--- src/rtl/packed_switch_sched.sv ---
// Switch-setting sequencer for a column of packed crossbar switches.
// Optional build macro PSW_SCHED_STALL_CNT_EN adds a saturating STALL_CNT output.
module packed_switch_sched #(
  parameter int NUM_SW  = 8,
  parameter int NUM_CFG = 16,
  parameter int BEAT_W  = 8,
  parameter int SW_LAT  = 2
) (
  input  logic                       CLK,
  input  logic                       RST,
  input  logic                       CFG_WE,
  input  logic [$clog2(NUM_CFG)-1:0] CFG_ADDR,
  input  logic [NUM_SW-1:0]          CFG_DATA,
  input  logic                       START,
  input  logic [$clog2(NUM_CFG)-1:0] CFG_BASE,
  input  logic [BEAT_W-1:0]          NUM_PATS,
  input  logic [BEAT_W-1:0]          NUM_BEATS,
  input  logic                       IN_VALID,
  output logic                       IN_READY,
  output logic [NUM_SW-1:0]          SWITCH_SET,
  output logic                       OUT_VALID,
  output logic                       BUSY,
  output logic                       DONE
`ifdef PSW_SCHED_STALL_CNT_EN
  ,
  output logic [15:0]                STALL_CNT
`endif
);

  localparam int AW = $clog2(NUM_CFG);
  localparam logic [SW_LAT-1:0] TAIL_MASK = ~(SW_LAT'(1) << (SW_LAT - 1));

  typedef enum logic [1:0] {IDLE, RUN, DRAIN} state_t;

  state_t              state;
  logic [NUM_SW-1:0]   pat_tbl [NUM_CFG];
  logic [AW-1:0]       pat_idx;
  logic [BEAT_W-1:0]   beat_cnt;
  logic [BEAT_W-1:0]   pat_cnt;
  logic [BEAT_W-1:0]   beat_last;
  logic [BEAT_W-1:0]   pat_last;
  logic [SW_LAT-1:0]   dly;
  logic                accept;
  logic                beat_end;
  logic                done_c;

  assign IN_READY   = (state == RUN);
  assign accept     = IN_VALID && IN_READY;
  assign beat_end   = (beat_cnt == beat_last);
  assign SWITCH_SET = accept ? pat_tbl[pat_idx] : '0;
  assign OUT_VALID  = dly[SW_LAT-1];
  assign BUSY       = (state != IDLE);
  // Final beat is out when nothing else remains behind it in the delay line.
  assign done_c     = (state == DRAIN) && dly[SW_LAT-1] && ((dly & TAIL_MASK) == '0);
  assign DONE       = done_c;

  // Table is intentionally not reset and is frozen while a run is active.
  always_ff @(posedge CLK) begin
    if (CFG_WE && (state == IDLE))
      pat_tbl[CFG_ADDR] <= CFG_DATA;
  end

  always_ff @(posedge CLK or posedge RST) begin
    if (RST) begin
      state     <= IDLE;
      pat_idx   <= '0;
      beat_cnt  <= '0;
      pat_cnt   <= '0;
      beat_last <= '0;
      pat_last  <= '0;
      dly       <= '0;
    end else begin
      dly <= (dly << 1) | SW_LAT'(accept);
      case (state)
        IDLE: begin
          if (START) begin
            state     <= RUN;
            pat_idx   <= CFG_BASE;
            beat_cnt  <= '0;
            pat_cnt   <= '0;
            beat_last <= (NUM_BEATS == '0) ? '0 : NUM_BEATS - 1'b1;
            pat_last  <= (NUM_PATS == '0) ? '0 : NUM_PATS - 1'b1;
          end
        end
        RUN: begin
          if (accept) begin
            if (beat_end) begin
              beat_cnt <= '0;
              pat_idx  <= pat_idx + 1'b1;
              pat_cnt  <= pat_cnt + 1'b1;
              if (pat_cnt == pat_last)
                state <= DRAIN;
            end else begin
              beat_cnt <= beat_cnt + 1'b1;
            end
          end
        end
        DRAIN: begin
          if (done_c)
            state <= IDLE;
        end
        default: state <= IDLE;
      endcase
    end
  end

`ifdef PSW_SCHED_STALL_CNT_EN
  always_ff @(posedge CLK or posedge RST) begin
    if (RST)
      STALL_CNT <= '0;
    else if ((state == IDLE) && START)
      STALL_CNT <= '0;
    else if ((state == RUN) && !IN_VALID && (STALL_CNT != 16'hFFFF))
      STALL_CNT <= STALL_CNT + 16'd1;
  end
`endif

endmodule

--- config.mk ---
export PLATFORM = sky130hd
export DESIGN_NAME = packed_switch_sched
export DESIGN_NICKNAME = d
export VERILOG_FILES = /design/src/rtl/packed_switch_sched.sv
export SDC_FILE = /design/constraint.sdc
export NUM_CORES = 1
export LEC_CHECK = 0
export CORE_MARGIN = 3
export CORE_UTILIZATION = 50
export CTS_BUF_LIST = sky130_fd_sc_hd__clkbuf_16
export DETAILED_ROUTE_END_ITERATION = 8
export PLACE_DENSITY_LB_ADDON = 0.25
export SLEW_MARGIN = 10
export SYNTH_ARGS = -nofsm -noshare
export SYNTH_HDL_FRONTEND = slang
export SYNTH_SLANG_ARGS = --single-unit
--- constraint.sdc ---
create_clock -name CLK -period 2.3 [get_ports CLK]
set_clock_uncertainty 0.05 [all_clocks]
set_input_delay 0.23 -clock CLK [delete_from_list [all_inputs] [get_ports CLK]]
set_output_delay 0.23 -clock CLK [all_outputs]
set_load 0.005 [all_outputs]
==> impl_metrics.py <==
metrics = {
    "setup_path": {
        "cp_data_arrival_time_ns": 2.18,
        "worstSetupEndpointType": "output port",
        "timing.critical_path.buf_inv": 3,
        "critical_path.slowest_cell": "sky130_fd_sc_hd__dfrtp_2",
        "critical_path_cell_list": "buf_12 > buf_8 > mux4_2 > a22oi_2 > a21oi_1 > buf_2",
        "worst_setup_path_start_kind": "flop",
        "cp_max_stage_delay_ns": 0.50,
        "critical_path.max_fanout": 5,
        "cp.required_ns": 2.02,
        "type_of_the_worst_setup_path": "flop to output port",
        "path_delay_family": "flip-flops",
    },
    "cells_and_area": {
        "layout-drive-gt1-share_pct": 25.8,
        "fill_cells": 1009,
        "final-instance-count-excl-fill": 766,
        "final_common_cell": "sky130_fd_sc_hd__edfxtp_1",
        "fin_util_pct": 64.8,
        "antenna_cells": 0,
        "area_growth_synth_to_finish_pct": 26.0,
        "most-common-layout-cells": "sky130_fd_sc_hd__edfxtp_1 (128), sky130_fd_sc_hd__nand2_1 (41), sky130_fd_sc_hd__clkdlybuf4s50_1 (40)",
        "final_nets": 617,
    },
    "placement": {
        "port-buffer-count": 48,
        "placedCellCount": 720,
        "preCtsSetupSlack_ns": -0.0332,
        "gpl.final_weighted_congestion": 0.823,
        "dp.final_hpwl_microns": 10200,
    },
    "clocking": {
        "cts-buffers-inserted": 17,
        "ctsHoldBuffers": 0,
        "cts_root_buffer": "sky130_fd_sc_hd__clkbuf_16",
        "tritoncts_num_sinks": 168,
        "cts_max_level": 4,
        "max-clock-path-buffers": 2,
        "clkTransAtPathRegs_ns": 0.07,
        "worstSkewPairLatency_ns": 0.43,
        "tritoncts": "yes",
    },
    "sta": {
        "setup_viol": 8,
        "min_period_over_period_pct": 107,
        "post-route-worst-setup-slack_ns": -0.155,
        "max_slew_margin_pct": 61.7,
        "rsz0062_at_grt": "yes",
        "finalCriticalPeriod_ns": 2.46,
        "finalHoldViolCount": 0,
        "final_max_slew_viol_count": 0,
        "fmaxAchievable_mhz": 407,
        "tightestPinTransition_ns": 0.572,
        "whs_ns": 0.184,
    },
    "floorplanning": {
        "die_width_microns": 126,
        "rows": 43,
        "coreArea_sq_um": 14000,
        "initial_core_util_pct": 51.4,
        "die_area_sq_um": 15900,
        "die_height_microns": 126,
        "floorplan.io_pins": 49,
    },
    "detailed_routing": {
        "via_per_inst": 5.72,
        "antenna_left": 0,
        "dr.first_iter.drc_count": 404,
        "first_pass_iters": 5,
        "final_wl_microns": 15900,
        "routed_wire_length_per_instance_microns": 20.8,
        "drt_drc_violations_left": 0,
        "routed-via-count": 4380,
    },
    "global_routing": {
        "number_of_antenna_violations_at_the_first_check_in_global_routing": 0,
        "grt_pass1_vias": 4631,
        "largest_net_degree_at_the_start_of_global_routing": 41,
        "groute.usage.overall_pct": 21.3,
        "grt_pass1_wl_microns": 25400,
        "total_overflow_reported_by_the_global_router": 0,
    },
    "status": {
        "failed_checks": "setup timing",
        "run_status": "finished, violations left",
    },
    "synthesis": {
        "synth_async_sr_flop_share_pct": 23.8,
        "synth.net_count": 521,
        "post_synth_instance_area_sq_um": 7190,
        "yosysWarningCount": 0,
        "synth_top_area_share_pct": 53.4,
        "synth-edff-count": 128,
        "ys_seq_elements": 168,
        "synth.largest_area_cell": "sky130_fd_sc_hd__edfxtp_1",
        "syn_avg_cell_area_sq_um": 15.1,
        "netlist_top_cells_area": "sky130_fd_sc_hd__edfxtp_1 (53%), sky130_fd_sc_hd__dfrtp_1 (14%), sky130_fd_sc_hd__mux4_2 (10%)",
        "synth_seq_area_share_pct": 67.4,
        "synth_cell_types": 45,
        "postSynth.topFlopCell": "sky130_fd_sc_hd__edfxtp_1",
        "post_synth_inst_count": 477,
    },
    "pwr": {
        "total_leakage_power_nw": 3.23,
        "power.density_nw_per_um2": 997,
        "vdd_ir_drop_max_v": 0.000792,
    },
    "flow_run": {
        "maxCapViolCount": 0,
    },
    "hold_path": {
        "holdCritPathClass": "input pin to asynchronous set/reset pin",
    },
}
## layout make-up
cell class                 instances  area (sq um)  area share, %
clock buffer                      17           425           4.69
clock inverter                    15           229           2.53
inverter                          11          41.3          0.455
multi-input combinational        277          2310           25.5
sequential                       168          4850           53.5
tap                              180           225           2.48
timing repair buffer              98           991           10.9
## metrics by stage
| stage | power, mW | area [sq um] | setup TNS, ns |
|---|---|---|---|
| global route | 9.41 | 9060 | -1.64 |
| CTS | 9.13 | 9070 | -1.06 |
| finish | 9.04 | 9060 | -1.03 |
| global placement | 5.34 | 8120 | -0.0510 |
| floorplan | 4.80 | 7190 | 0 |
| detailed placement | 5.38 | 8120 | -0.0332 |
## sequential cells by signal, summed over array words and instances (netlist names)
register,flops
pat_cnt,8
pat_last,8
pat_tbl,128
dly,2
state,2
beat_cnt,8
beat_last,8
pat_idx,4
## kinds of logic (layout without fill, tap and decap cells)
family	after synthesis	count (layout)	share of synthesized area (%)
buffers and inverters	32	141	1.97
AOI/OAI and AO/OA	79	79	6.82
DFF	168	168	67.4
xor gates and xnor gates	31	31	3.88
adders and majority gates	7	7	1.22
muxes	34	34	10.3
and+or+nand+nor	126	126	8.47
## worst paths after layout
| kind | end | startpoint | slack (ns) | depth (start not counted) |
|---|---|---|---|---|
| setup / recovery | SWITCH_SET[0] | pat_idx[0] | -0.16 | 6 |
| hold / removal | pat_cnt[6] | RST | 0.18 | 3 |
| setup reg to reg | pat_tbl[0][2] | state[1] | 0.21 | 5 |
| hold reg to reg | dly[1] | dly[0] | 0.39 | 0 |
| max in group asynchronous | pat_idx[0] | RST | 1.64 | 3 |
| min in group CLK | beat_last[0] | NUM_BEATS[0] | 0.39 | 2 |
## what timing repair did
item                                    4_1_cts  5_1_grt
pin swaps                                    18       12
gates cloned                                  4        0
endpoints found under the setup margin        8        9
buffers inserted                             10        2
resized for setup                            56        5
## where the power goes
| group | internal (mW) | switching [mW] |
|---|---|---|
| Sequential | 3.41 | 0.184 |
| Combinational | 1.33 | 0.949 |
| Clock | 1.87 | 1.30 |
| Total | 6.61 | 2.43 |
## worst min-delay path: stages
cell and delay, ns:
sky130_fd_sc_hd__clkdlybuf4s50_1 0.40, sky130_fd_sc_hd__inv_1 0.05, sky130_fd_sc_hd__buf_4 0.43
## routing by layer
layer  global-route usage, %  part of all wire, %  vias up  wire length (microns)
met5                       0                    0        -                      0
met1                    28.1                   40     2177                   6310
met2                    34.7                   52      162                   8240
met3                    5.13                  6.5       18                   1040
li1                        -                    -     2023                      -
met4                    8.01                  2.0        0                    316
## Yosys cell counts, types with 5 or more instances
master and instances:
sky130_fd_sc_hd__edfxtp_1 128, sky130_fd_sc_hd__nand2_1 41, sky130_fd_sc_hd__dfrtp_1 40, sky130_fd_sc_hd__o21ai_0 36, sky130_fd_sc_hd__mux4_2 32, sky130_fd_sc_hd__nor2_1 31
sky130_fd_sc_hd__xnor2_1 24, sky130_fd_sc_hd__a22oi_1 16, sky130_fd_sc_hd__nor3_1 14, sky130_fd_sc_hd__a21oi_1 11, sky130_fd_sc_hd__inv_1 10, sky130_fd_sc_hd__buf_2 8
sky130_fd_sc_hd__clkbuf_1 7, sky130_fd_sc_hd__ha_1 7, sky130_fd_sc_hd__nand2b_1 6, sky130_fd_sc_hd__nand3_1 6, sky130_fd_sc_hd__xor2_1 6, sky130_fd_sc_hd__nand4_1 5
No activity file was read; power rests on OpenSTA's default activity.
